`config.mk`:
```
export PLATFORM = sky130hd
export DESIGN_NAME = ps2_rx_decoder
export DESIGN_NICKNAME = d
export VERILOG_FILES = /design/src/rtl/ps2_rx_decoder.sv
export SDC_FILE = /design/constraint.sdc
export NUM_CORES = 1
export LEC_CHECK = 0
export CORE_UTILIZATION = 35
export CTS_CLUSTER_DIAMETER = 100
export DETAILED_ROUTE_END_ITERATION = 8
export GPL_TIMING_DRIVEN = 1
export PLACE_DENSITY = 0.61
export REMOVE_ABC_BUFFERS = 1
export SYNTH_ARGS = -nofsm -noshare
export SYNTH_HDL_FRONTEND = slang
export SYNTH_SLANG_ARGS = --single-unit
```
`constraint.sdc`:
```
create_clock -name clk -period 9.5 [get_ports clk]
set_input_delay 1.9 -clock clk [delete_from_list [all_inputs] [get_ports clk]]
set_output_delay 1.9 -clock clk [all_outputs]
set_load 0.05 [all_outputs]
```
`src/rtl/ps2_rx_decoder.sv`:
```
// PS/2 device-to-host receiver: synchronises the bus, validates each 11-bit frame,
// folds E0/F0 prefixes into flags and queues decoded keys in a first-word fall-through FIFO.
module ps2_rx_decoder #(
  parameter int SYNC_STAGES    = 2,
  parameter int TIMEOUT_CYCLES = 100000,
  parameter int FIFO_DEPTH     = 8
) (
  input  logic                          clk,
  input  logic                          reset_n,
  input  logic                          key_clock,
  input  logic                          data,
  input  logic                          rd_ready,
  output logic                          rd_valid,
  output logic [7:0]                    rd_code,
  output logic                          rd_ext,
  output logic                          rd_break,
  output logic [$clog2(FIFO_DEPTH):0]   fill_level,
  output logic                          frame_err,
  output logic                          timeout_err,
  output logic                          overflow
);

  localparam int AW = $clog2(FIFO_DEPTH);
  localparam int FW = AW + 1;
  localparam int TW = $clog2(TIMEOUT_CYCLES + 1);
  localparam logic [TW-1:0] TMO_LAST = TW'(TIMEOUT_CYCLES - 1);
  localparam logic [TW-1:0] TMO_ONE  = TW'(1);
  localparam logic [AW-1:0] PTR_ONE  = AW'(1);
  localparam logic [FW-1:0] FILL_ONE = FW'(1);
  localparam logic [FW-1:0] FILL_MAX = FW'(FIFO_DEPTH);

  typedef enum logic [1:0] {IDLE, RECV, CHECK} state_t;

  logic [SYNC_STAGES-1:0] kclk_sync_q, kclk_sync_d;
  logic [SYNC_STAGES-1:0] data_sync_q, data_sync_d;
  logic                   kclk_prev_q, kclk_prev_d;
  logic                   kclk_s, data_s, fall;

  state_t                 state_q, state_d;
  logic [3:0]             count_q, count_d;
  logic [10:0]            shift_q, shift_d;
  logic [TW-1:0]          tmo_q, tmo_d;
  logic                   ext_pend_q, ext_pend_d;
  logic                   brk_pend_q, brk_pend_d;
  logic                   frame_err_q, frame_err_d;
  logic                   timeout_err_q, timeout_err_d;
  logic                   overflow_q, overflow_d;

  logic [9:0]             mem_q [FIFO_DEPTH];
  logic [9:0]             mem_d [FIFO_DEPTH];
  logic [AW-1:0]          wr_ptr_q, wr_ptr_d;
  logic [AW-1:0]          rd_ptr_q, rd_ptr_d;
  logic [FW-1:0]          fill_q, fill_d;

  logic                   frame_ok;
  logic [7:0]             frame_byte;
  logic                   push_req, push_ok, pop, full;
  logic [9:0]             head;

  assign kclk_s = kclk_sync_q[SYNC_STAGES-1];
  assign data_s = data_sync_q[SYNC_STAGES-1];
  assign fall   = kclk_prev_q & ~kclk_s;

  always_comb begin
    kclk_sync_d = {kclk_sync_q[SYNC_STAGES-2:0], key_clock};
    data_sync_d = {data_sync_q[SYNC_STAGES-2:0], data};
    kclk_prev_d = kclk_s;
  end

  // Shift register fills from the top, so after 11 bits: [0]=start, [8:1]=byte, [9]=parity, [10]=stop
  assign frame_byte = shift_q[8:1];
  assign frame_ok   = ~shift_q[0] & shift_q[10] & (^shift_q[9:1]);

  always_comb begin
    state_d       = state_q;
    count_d       = count_q;
    shift_d       = shift_q;
    tmo_d         = tmo_q;
    ext_pend_d    = ext_pend_q;
    brk_pend_d    = brk_pend_q;
    frame_err_d   = 1'b0;
    timeout_err_d = 1'b0;
    push_req      = 1'b0;
    case (state_q)
      IDLE: begin
        tmo_d = '0;
        if (fall && !data_s) begin
          shift_d = {1'b0, 10'b0};
          count_d = 4'd1;
          state_d = RECV;
        end
      end
      RECV: begin
        if (fall) begin
          shift_d = {data_s, shift_q[10:1]};
          count_d = count_q + 4'd1;
          tmo_d   = '0;
          if (count_q == 4'd10) state_d = CHECK;
        end else if (tmo_q == TMO_LAST) begin
          // Stalled frame: drop it but keep any prefix already seen
          timeout_err_d = 1'b1;
          tmo_d         = '0;
          count_d       = '0;
          state_d       = IDLE;
        end else begin
          tmo_d = tmo_q + TMO_ONE;
        end
      end
      CHECK: begin
        state_d = IDLE;
        count_d = '0;
        if (!frame_ok) begin
          frame_err_d = 1'b1;
          ext_pend_d  = 1'b0;
          brk_pend_d  = 1'b0;
        end else if (frame_byte == 8'hE0) begin
          ext_pend_d = 1'b1;
        end else if (frame_byte == 8'hF0) begin
          brk_pend_d = 1'b1;
        end else begin
          push_req   = 1'b1;
          ext_pend_d = 1'b0;
          brk_pend_d = 1'b0;
        end
      end
      default: state_d = IDLE;
    endcase
  end

  assign full     = (fill_q == FILL_MAX);
  assign rd_valid = (fill_q != '0);
  assign pop      = rd_valid & rd_ready;
  assign push_ok  = push_req & (~full | pop);
  assign head     = mem_q[rd_ptr_q];

  always_comb begin
    mem_d      = mem_q;
    wr_ptr_d   = wr_ptr_q;
    rd_ptr_d   = rd_ptr_q;
    fill_d     = fill_q;
    overflow_d = push_req & full & ~pop;
    if (push_ok) begin
      mem_d[wr_ptr_q] = {ext_pend_q, brk_pend_q, frame_byte};
      wr_ptr_d        = wr_ptr_q + PTR_ONE;
    end
    if (pop) rd_ptr_d = rd_ptr_q + PTR_ONE;
    if (push_ok && !pop)      fill_d = fill_q + FILL_ONE;
    else if (pop && !push_ok) fill_d = fill_q - FILL_ONE;
  end

  always_ff @(posedge clk or negedge reset_n) begin
    if (!reset_n) begin
      kclk_sync_q   <= '1;
      data_sync_q   <= '1;
      kclk_prev_q   <= 1'b1;
      state_q       <= IDLE;
      count_q       <= '0;
      shift_q       <= '0;
      tmo_q         <= '0;
      ext_pend_q    <= 1'b0;
      brk_pend_q    <= 1'b0;
      frame_err_q   <= 1'b0;
      timeout_err_q <= 1'b0;
      overflow_q    <= 1'b0;
      for (int i = 0; i < FIFO_DEPTH; i++) mem_q[i] <= '0;
      wr_ptr_q      <= '0;
      rd_ptr_q      <= '0;
      fill_q        <= '0;
    end else begin
      kclk_sync_q   <= kclk_sync_d;
      data_sync_q   <= data_sync_d;
      kclk_prev_q   <= kclk_prev_d;
      state_q       <= state_d;
      count_q       <= count_d;
      shift_q       <= shift_d;
      tmo_q         <= tmo_d;
      ext_pend_q    <= ext_pend_d;
      brk_pend_q    <= brk_pend_d;
      frame_err_q   <= frame_err_d;
      timeout_err_q <= timeout_err_d;
      overflow_q    <= overflow_d;
      mem_q         <= mem_d;
      wr_ptr_q      <= wr_ptr_d;
      rd_ptr_q      <= rd_ptr_d;
      fill_q        <= fill_d;
    end
  end

  // Stale entries stay in memory after a pop, so the head is masked when empty
  assign rd_code     = rd_valid ? head[7:0] : 8'h00;
  assign rd_break    = rd_valid & head[8];
  assign rd_ext      = rd_valid & head[9];
  assign fill_level  = fill_q;
  assign frame_err   = frame_err_q;
  assign timeout_err = timeout_err_q;
  assign overflow    = overflow_q;

endmodule

```
==> key figures, run 1 <==
Worst hold path
  – Hold Crit Class: flip-flop to flip-flop

Power
  – Clock power share: 0.452
  – Switching share of power: 0.260
  – Power, Total: 1.44 mW
  – Cell Int Power: 1.07 mW
  – Power Density: 193 nW/um^2
  – Sequential power share: 0.428
  – Maximum VDD drop: 152 uV
  – Leakage power: 3.35 nW
  – Combinational Power Share: 0.120
  – Net Switching: 0.375 mW

Setup path
  – Max stage delay cell, worst path: dfrtp_1
  – Crit path cell chain: mux4_2, mux2i_1, nor2_1, clkdlybuf4s50_1
  – Crit path max fanout: 22
  – CP required: 7.60 ns
  – Worst setup SP type: flip-flop
  – CP peak stage delay: 1.05 ns
  – Data arrival, critical path: 2.91 ns
  – Crit Path Class: flip-flop to output port
  – Worst Setup End Kind: output port

Floorplanning
  – Initial Util: 0.361
  – Die height: 139 um
  – Die Width: 139 um
  – Core box area: 18100 um^2
  – IO Count: 23
  – Rows: 49
  – Die ar.: 19200 um^2

Outcome
  – Outcome: complete, no violations

Finish
  – Diodes inserted: 0
  – Design area: 7490 um^2
  – Most common cell after layout, fill and taps aside: dfrtp_1
  – Area delta synth->final: 14.9%
  – Fillers: 1638
  – Final nets: 547
  – Share of layout cells above drive strength 1: 0.287
  – Commonest non-fill, non-tap cells in the layout: dfrtp_1, mux2_2, nand2_1

Route
  – Wire length per cell: 16.9 um
  – Drt first pass iters: 4
  – Iter 0 DRT Violations: 124
  – ANT nets after route: 0
  – Drt drc: 0
  – Vias/cell: 5.27
  – DR vias: 4034
  – Final WL: 13000 um

Timing
  – Max_slew headroom: 0.283
  – Fin. max-slew vios: 0
  – Worst hold margin: 0.357 ns
  – RSZ-0062 raised after global routing: no
  – Final Hold Fails: 0
  – Minimum clock period: 4.81 ns
  – Max Freq: 0.208 GHz
  – Final setup violation count: 0
  – Sum Neg Setup Slack: 0 ns
  – Clk_skew: 0.00601 ns
  – Tightest Pin Transition: 1.08 ns
  – Final setup margin: 4.69 ns
  – Fin crit share: 0.506

CTS
  – Post-cts resize count: 0
  – CTS sink cnt: 134
  – CTS HTree Levels: 4
  – Clock buffer depth: 2
  – Clk_lat worst skew: 0.41 ns
  – CTS buffer count: 17
  – CTS Hold Bufs: 0
  – Clock root buffer: clkbuf_16
  – Clock transition at the registers of the reported paths: 0.05 ns
  – Setup bufs post-CTS: 0
  – CTS tree: built

Place
  – GP Congestion: 0.836
  – Place WS: 4.74 ns
  – Hpwl dp: 8180 um
  – Placed Area: 6900 um^2
  – Port bufs: 22

Global route
  – Largest net degree at the start of global routing: 71
  – Gr ovfl total: 0
  – Vias in the first global route: 4288
  – Initial antenna violation count: 0
  – Total track usage: 0.150
  – Wire length of the first global-routing pass: 22300 um

Synth
  – Ys flop type: dfrtp_1
  – Simple-gate area share of the yosys netlist: 0.0955
  – Sequential fraction of the synthesis area: 0.515
  – Synth area leader: dfrtp_1
  – Largest family of logic cells by synthesized area: multiplexers
  – Yosys top cell area share: 0.495
  – Xor/xnor share of the synthesized area: 0.0182
  – Gate Count Post-Synth: 515
  – Number of enable flip-flop cells after synthesis: 0
  – Synth warn: 0
  – Ys async rst share: 1.00
  – Post-synthesis adder-cell area fraction: 0.0357
  – Mux contribution to synthesized area: 0.232
  – Compound-Gate Fraction of Synth Area: 0.0691
  – Synthesized flop and latch total: 134
  – Syn Area/Cell: 12.7 um^2
  – Mapped cell area: 6520 um^2
  – Synth area leaders: dfrtp_1, mux2_2, mux4_2, ha_1, nand2_1
  – Synth cell types: 59

Flow run
  – Max Cap Viol: 0
==> flip-flops by register name, indices dropped and copies added (netlist names), 3 cells and up <==
name	flops
rd_ptr_q	3
count_q	4
fill_level	4
shift_q	11
wr_ptr_q	3
mem_q	80
tmo_q	17
==> cell families (layout without fill, tap and decap cells) <==
family          Yosys count  after routing
compound gates           68             68
xor+xnor                 12             12
fa+ha+maj                18             18
buf+inv                  53             75
flops                   134            134
mux                     115            115
simple gates            115            115
==> area by class of cell <==
type | instances | area (um^2) | share of cell area
flip-flops and latches | 134 | 3360 | 0.448
clock buffers | 25 | 505 | 0.0674
repair buffers | 25 | 240 | 0.0321
inverters | 18 | 67.6 | 0.00902
multi-input cells | 328 | 2940 | 0.393
well taps | 229 | 287 | 0.0382
clock inverters | 7 | 92.6 | 0.0124
==> critical path, delay by kind of cell (launching register included) <==
family	cells	cell delay (ns)
flops	1	1.05
simple gates	1	0.15
mux	2	0.47
buf+inv	1	0.81
==> final timing paths <==
path / from / slack [ns] / cells past startpoint / to
worst max-delay path: rd_ptr_q[1] / 4.69 / 4 / rd_code[7]
worst min-delay path: kclk_sync_q[0] / 0.36 / 0 / kclk_sync_q[1]
worst max register to register: shift_q[4] / 6.06 / 13 / fill_level[3]
worst min register to register: kclk_sync_q[0] / 0.36 / 0 / kclk_sync_q[1]
max in group asynchronous: reset_n / 6.52 / 2 / count_q[0]
min in group asynchronous: reset_n / 1.62 / 1 / mem_q[28]
==> cells in the mapped netlist (4+ instances only) <==
master	instances
and3_1	6
mux2_2	84
buf_2	9
dfstp_2	5
a31oi_1	7
mux2i_1	10
xnor2_1	8
and4_1	6
nor3_1	10
buf_1	7
nand3_1	6
a21o_1	4
ha_1	17
nand2_1	37
inv_1	18
nand4_1	6
nor2_1	18
clkbuf_1	17
a21oi_1	5
o21ai_0	24
mux4_2	20
o31ai_1	6
dfrtp_1	129
==> metal layers <==
layer,wire length (um),global-route usage,vias up
met2,6450,0.248,59
met1,5930,0.189,2058
li1,-,-,1896
met3,394,0.0398,21
met5,0,0,-
met4,214,0.0538,0
==> power groups by stage <==
stage	Clock, mW	Sequential [mW]	Combinational (mW)
6_report	0.653	0.618	0.174
5_1_grt	0.696	0.622	0.200
4_1_cts	0.667	0.618	0.177
3_5_place_dp	0	0.628	0.177
3_3_place_gp	0	0.627	0.172
2_1_floorplan	0	0.619	0.125
==> metrics by stage <==
step	instances	util
after CTS	766	0.414
after global routing	766	0.414
after global placement	734	0.381
final	766	0.414
after floorplan	480	-
after detailed placement	734	0.381
Power figures use the tool's default switching activity.
==> run 2: changes to the inputs <==
--- a/config.mk
+++ b/config.mk
@@ -9,7 +9,7 @@
 export CTS_CLUSTER_DIAMETER = 100
 export DETAILED_ROUTE_END_ITERATION = 8
 export GPL_TIMING_DRIVEN = 1
-export PLACE_DENSITY = 0.61
+export PLACE_DENSITY = 0.62
 export REMOVE_ABC_BUFFERS = 1
 export SYNTH_ARGS = -nofsm -noshare
 export SYNTH_HDL_FRONTEND = slang
==> constraint.sdc (replaced) <==
create_clock -name clk -period 4 [get_ports clk]
set_input_delay 0.8 -clock clk [delete_from_list [all_inputs] [get_ports clk]]
set_output_delay 0.8 -clock clk [all_outputs]
set_load 0.05 [all_outputs]
==> run 2 against run 1 <==
Compared with the run above:
- clock-buffer cell count fell by 5
- non-clock buffer count is 6 higher
- cell count increased by 0.78%
- via count up 2.2%
- critical endpoint is now rd_code[4]
- register-to-register slack lost 5.5 ns
==> key figures, run 2 (synthesized netlist as in run 1, its figures left out) <==
Outcome
  – Outcome: complete, no violations

Floorplanning
  – Core box area: 18100 um^2 (unchanged)
  – Initial Util: 0.361 (unchanged)
  – Die height: 139 um (unchanged)
  – Rows: 49 (unchanged)
  – Die ar.: 19200 um^2 (unchanged)
  – IO Count: 23 (unchanged)
  – Die Width: 139 um (unchanged)

Global route
  – Wire length of the first global-routing pass: 23400 um (+5.0%)
  – Total track usage: 0.159 (+0.00865)
  – Initial antenna violation count: 0 (unchanged)
  – Largest net degree at the start of global routing: 54 (-24%)
  – Vias in the first global route: 4435 (+3.4%)
  – Gr ovfl total: 0 (unchanged)

Worst hold path
  – Hold Crit Class: flip-flop to flip-flop

Route
  – Wire length on met1: 6240 um (+5.2%)
  – DR top layer: met4
  – DR WL met3: 444 um (+13%)
  – Final WL: 14000 um (+7.8%)
  – Wire length per cell: 18.1 um (+7.0%)
  – Drt drc: 0 (unchanged)
  – Iter 0 DRT Violations: 177 (+43%)
  – ANT nets after route: 0 (unchanged)
  – DR vias: 4124 (+2.2%)
  – Drt first pass iters: 4 (unchanged)
  – Routed wl met2: 7020 um (+8.9%)
  – Vias/cell: 5.34 (+1.4%)

Place
  – GP Congestion: 0.785 (-6.0%)
  – Placed Area: 6950 um^2 (+0.83%)
  – Port bufs: 22 (unchanged)
  – Hpwl dp: 8990 um (+9.9%)
  – Placed cell count: 740 (+0.82%)

Setup path
  – Worst r2r src: shift_q[4]
  – FF-to-FF End: fill_level[3]
  – Worst-case reg-to-reg path depth: 13 (unchanged)
  – Crit path max fanout: 22 (unchanged)
  – Max stage delay cell, worst path: clkdlybuf4s50_1
  – Worst setup endpoint: rd_code[4]
  – Crit path cell chain: buf_4, mux4_2, mux2i_1, nor2_1, clkdlybuf4s50_1
  – Data arrival, critical path: 2.71 ns (-0.20 ns)
  – Crit Path Class: flip-flop to output port
  – CP required: 3.20 ns (-4.40 ns)
  – CP Depth: 5 (+1)
  – CP top delay family: buffers and inverters
  – Worst setup startpoint: rd_ptr_q[0]
  – R2R Setup Slk: 0.59 ns (-5.47 ns)
  – Worst Setup End Kind: output port
  – Worst setup SP type: flip-flop
  – Worst path buffer plus inverter count: 2 (+1)
  – CP peak stage delay: 0.70 ns (-0.35 ns)

Finish
  – Biggest regs: mem_q x80, tmo_q x17, shift_q x11
  – Design area: 7600 um^2 (+1.4%)
  – Reg with most FFs: mem_q
  – Max reg flops: 80 (unchanged)
  – Final Util: 0.420 (+0.00595)
  – Area delta synth->final: 16.6%
  – Final Non-Filler Cells: 772 (+0.78%)
  – Share of layout cells above drive strength 1: 0.297 (+0.00972)
  – Commonest non-fill, non-tap cells in the layout: dfrtp_1, mux2_2, nand2_1
  – Final nets: 553 (+1.1%)
  – Diodes inserted: 0 (unchanged)
  – Most common cell after layout, fill and taps aside: dfrtp_1

Timing
  – Minimum clock period: 3.51 ns
  – Clk_skew: 0.0117 ns (+0.00569 ns)
  – RSZ-0062 raised after global routing: no
  – Fin. max-slew vios: 0 (unchanged)
  – Tightest Pin Transition: 0.966 ns (-0.110 ns)
  – Max Freq: 0.285 GHz
  – Fin crit share: 0.876
  – Sum Neg Setup Slack: 0 ns (unchanged)
  – Max_slew headroom: 0.354 (+0.0709)
  – Final setup violation count: 0 (unchanged)
  – Final Hold Fails: 0 (unchanged)

CTS
  – Clk_lat worst skew: 0.42 ns (about the same)
  – CTS tree: built
  – CTS buffer count: 17 (unchanged)
  – Clock transition at the registers of the reported paths: 0.06 ns (about the same)
  – CTS Hold Bufs: 0 (unchanged)
  – CTS sink cnt: 134 (unchanged)
  – Setup bufs post-CTS: 0 (unchanged)
  – Post-cts resize count: 0 (unchanged)
  – CTS HTree Levels: 4 (unchanged)
  – Clock buffer depth: 2 (unchanged)
  – Clock root buffer: clkbuf_16

Power
  – Maximum VDD drop: 300 uV (+97%)
  – Power Density: 474 nW/um^2 (+150%)
  – Power, Total: 3.61 mW (+150%)
  – Leakage power: 3.41 nW (+1.7%)

Flow run
  – Max Cap Viol: 0 (unchanged)
-- run 2: cell types whose count changed in the layout (fill, tap and decap cells not counted), sizes merged --
cell	delta
buf	+6
bufinv	+3
clkbuf	-5
clkinv	+3
clkinvlp	-1
-- run 2: layout make-up --
| type | instances | area, um^2 |
|---|---|---|
| fill | 1623 | 10500 |
| sequential | 134 | 3360 |
| multi-input combinational | 328 | 2940 |
| clock buffer | 20 | 447 |
| timing repair buffer | 31 | 298 |
| tap | 229 | 287 |
| clock inverter | 12 | 201 |
| inverter | 18 | 67.6 |
-- run 2: worst min-delay path by stage --
stage,start,to,slack [ns],depth (start not counted)
global route,kclk_sync_q[1],kclk_prev_q,0.37,0
finish,data_sync_q[0],data_sync_q[1],0.36,0
detailed placement,kclk_sync_q[0],kclk_sync_q[1],0.35,0
floorplan,data_sync_q[0],data_sync_q[1],0.35,0
global placement,kclk_sync_q[0],kclk_sync_q[1],0.35,0
CTS,data_sync_q[0],data_sync_q[1],0.36,0
-- run 2: power by group --
group          total, mW  leakage, nW  switching [mW]  internal (mW)
clock               1.70        0.310           0.578           1.12
combinational      0.432         1.26           0.286          0.145
sequential          1.47         1.84          0.0714           1.40
-- run 2: worst reg2reg max path, stage by stage (launching register included) --
cell and delay, ns:
dfrtp_1 0.50, inv_1 0.10, ha_1 0.28, xnor3_1 0.39
xnor2_1 0.40, and4_1 0.36, ha_1 0.22, inv_1 0.09
ha_1 0.28, a21o_1 0.17, a21oi_1 0.17, xnor2_1 0.13
nor2_1 0.06, xor2_1 0.14
-- run 2: routing by layer --
layer | vias to the layer above | track usage
met5 | - | 0
met3 | 24 | 0.0391
met2 | 61 | 0.267
met1 | 2133 | 0.195
met4 | 0 | 0.0639
li1 | 1906 | -
-- run 2: stage by stage --
step	setup slack [ns]	hold WS (ns)
after floorplan	0.306	0.345
after global placement	0.667	0.347
after detailed placement	0.596	0.349
after CTS	0.427	0.362
after global routing	0.359	0.366
final	0.495	0.360
==> run 3: changes to the inputs <==
--- a/config.mk
+++ b/config.mk
@@ -9,8 +9,9 @@
 export CTS_CLUSTER_DIAMETER = 100
 export DETAILED_ROUTE_END_ITERATION = 8
 export GPL_TIMING_DRIVEN = 1
-export PLACE_DENSITY = 0.62
+export PLACE_DENSITY = 0.61
 export REMOVE_ABC_BUFFERS = 1
+export SETUP_SLACK_MARGIN = 0.05
 export SYNTH_ARGS = -nofsm -noshare
 export SYNTH_HDL_FRONTEND = slang
 export SYNTH_SLANG_ARGS = --single-unit
==> constraint.sdc (replaced) <==
create_clock -name clk -period 4.25 [get_ports clk]
set_input_delay 0.85 -clock clk [delete_from_list [all_inputs] [get_ports clk]]
set_output_delay 0.85 -clock clk [all_outputs]
set_load 0.05 [all_outputs]
==> run 3 against run 2 <==
Compared with the run above:
- flip-flop and latch count is the same
- non-clock buffer count shrank 1
- sequential power shrank 6%
- die area is the same
- clock power shrank 14%
- global-route usage shrank 0.47 points
- critical path type unchanged
- largest cell class unchanged
==> key figures, run 3 (synthesized netlist as in run 1, its figures left out) <==
Timing
  – Clk_skew: 0.00621 ns (-0.00548 ns)
  – Sum Neg Setup Slack: 0 ns (unchanged)
  – Max Freq: 0.271 GHz
  – Max_slew headroom: 0.330 (-0.0236)
  – Tightest Pin Transition: 1.00 ns (+0.0390 ns)
  – RSZ-0062 raised after global routing: no
  – Final Hold Fails: 0 (unchanged)
  – Fin crit share: 0.867
  – Fin. max-slew vios: 0 (unchanged)
  – Minimum clock period: 3.68 ns
  – Final setup violation count: 0 (unchanged)

Finish
  – Final Util: 0.417 (-0.00311)
  – Fillers: 1654 (+1.9%)
  – Area delta synth->final: 15.7%
  – Register area: 3360 um^2 (unchanged)
  – Reg with most FFs: mem_q
  – Share of layout cells above drive strength 1: 0.292 (-0.00499)
  – Max reg flops: 80 (unchanged)
  – Most common cell after layout, fill and taps aside: dfrtp_1
  – Design area: 7550 um^2 (-0.74%)
  – Multi-input logic area: 2940 um^2 (unchanged)
  – Final nets: 552 (-0.18%)
  – Diodes inserted: 0 (unchanged)
  – Final Non-Filler Cells: 771 (-0.13%)
  – Commonest non-fill, non-tap cells in the layout: dfrtp_1, mux2_2, nand2_1
  – Biggest regs: mem_q x80, tmo_q x17, shift_q x11

Route
  – Final WL: 13400 um (-4.4%)
  – Vias/cell: 5.27 (-1.3%)
  – Drt first pass iters: 5 (+1)
  – Drt drc: 0 (unchanged)
  – DR vias: 4065 (-1.4%)
  – Iter 0 DRT Violations: 188 (+6.2%)
  – ANT nets after route: 0 (unchanged)
  – Wire length per cell: 17.4 um (-4.2%)

CTS
  – Setup bufs post-CTS: 0 (unchanged)
  – CTS tree: built
  – Clock transition at the registers of the reported paths: 0.05 ns (about the same)
  – Clock buffer depth: 2 (unchanged)
  – Post-cts resize count: 0 (unchanged)
  – CTS HTree Levels: 4 (unchanged)
  – Clock root buffer: clkbuf_16
  – CTS sink cnt: 134 (unchanged)
  – CTS buffer count: 17 (unchanged)
  – Clk_lat worst skew: 0.42 ns (about the same)
  – CTS Hold Bufs: 0 (unchanged)

Setup path
  – CP required: 3.40 ns (+0.20 ns)
  – Data arrival, critical path: 2.83 ns (+0.12 ns)
  – Worst setup SP type: flip-flop
  – Crit path max fanout: 16 (-27%)
  – Worst Setup End Kind: output port
  – Crit Path Class: flip-flop to output port
  – Worst-case reg-to-reg path depth: 13 (unchanged)

Global route
  – Initial antenna violation count: 0 (unchanged)
  – Gr ovfl total: 0 (unchanged)
  – Wire length of the first global-routing pass: 22700 um (-3.0%)
  – Largest net degree at the start of global routing: 80 (+48%)
  – Total track usage: 0.154 (-0.00466)
  – Vias in the first global route: 4277 (-3.6%)

Floorplanning
  – Rows: 49 (unchanged)
  – Die Width: 139 um (unchanged)
  – Core box area: 18100 um^2 (unchanged)
  – Initial Util: 0.361 (unchanged)
  – IO Count: 23 (unchanged)
  – Die ar.: 19200 um^2 (unchanged)
  – Die height: 139 um (unchanged)

Flow run
  – Max Cap Viol: 0 (unchanged)

Worst hold path
  – Hold Crit Class: flip-flop to flip-flop
  – Hold depth: 0 (unchanged)

Place
  – Placed cell count: 739 (-0.14%)
  – Placed Area: 6950 um^2 (-0.11%)
  – Hpwl dp: 8580 um (-4.5%)
  – Port bufs: 22 (unchanged)
  – GP Congestion: 0.819 (+4.3%)

Outcome
  – Outcome: complete, no violations

Power
  – Cell Int Power: 2.40 mW (-10%)
  – Combinational Power Share: 0.123 (+0.003)
  – Power Density: 430 nW/um^2 (-9.3%)
  – Maximum VDD drop: 316 uV (+5.3%)
  – Net Switching: 0.850 mW (-9.1%)
  – Switching share of power: 0.262 (+0.00232)
  – Clock power share: 0.451 (-0.020)
  – Sequential power share: 0.426 (+0.017)
  – Leakage power: 3.37 nW (-1.1%)
## run 3: cell count changes in the layout (fill, tap and decap cells not counted), sizes merged
cell / before / now
clkbuf: 20 / 26
buf: 10 / 9
clkinv: 5 / 0
clkinvlp: 2 / 4
bufinv: 5 / 2
## run 3: worst max-delay path: stages (launching register included)
cell and delay [ns]:
dfrtp_1 0.91, buf_4 0.30, mux4_2 0.32, mux2i_1 0.14, nor2_1 0.05, clkdlybuf4s50_1 0.70
## run 3: power groups by stage
stage / clock network, mW / logic [mW] / registers [mW]
6_report: 1.46 / 0.399 / 1.38
5_1_grt: 1.57 / 0.448 / 1.39
4_1_cts: 1.50 / 0.403 / 1.38
3_5_place_dp: 0 / 0.399 / 1.41
3_3_place_gp: 0 / 0.384 / 1.40
2_1_floorplan: 0 / 0.279 / 1.38
## run 3: metal layers
metal | vias up | track usage | routed length [um]
met1 | 2054 | 0.198 | 6180
met4 | 0 | 0.0645 | 316
li1 | 1905 | - | -
met3 | 25 | 0.0461 | 466
met2 | 81 | 0.242 | 6430
met5 | - | 0 | 0
## run 3: per-stage QoR
stage               setup slack (ns)  power (mW)  hold WS [ns]
floorplan                      0.556        1.66         0.345
global placement               0.876        1.79         0.347
detailed placement             0.804        1.81         0.348
CTS                            0.553        3.29         0.356
global route                   0.495        3.41         0.364
finish                         0.566        3.25         0.355
## run 3: final cells by class
cell class | count | share of cell area
clock buffer | 26 | 0.0675
clock inverter | 6 | 0.0119
inverter | 18 | 0.00895
multi-input combinational | 328 | 0.390
sequential | 134 | 0.445
tap | 229 | 0.0380
timing repair buffer | 30 | 0.0385
## run 3: final timing paths
| path | startpoint | slack [ns] | end |
|---|---|---|---|
| worst max-delay path | rd_ptr_q[1] | 0.57 | rd_code[0] |
| worst min-delay path | kclk_sync_q[0] | 0.36 | kclk_sync_q[1] |
| worst max register to register | shift_q[4] | 0.83 | fill_level[3] |
| worst min register to register | kclk_sync_q[0] | 0.36 | kclk_sync_q[1] |
| max in group asynchronous | reset_n | 2.73 | kclk_sync_q[0] |
| min in group asynchronous | reset_n | 0.60 | mem_q[18] |
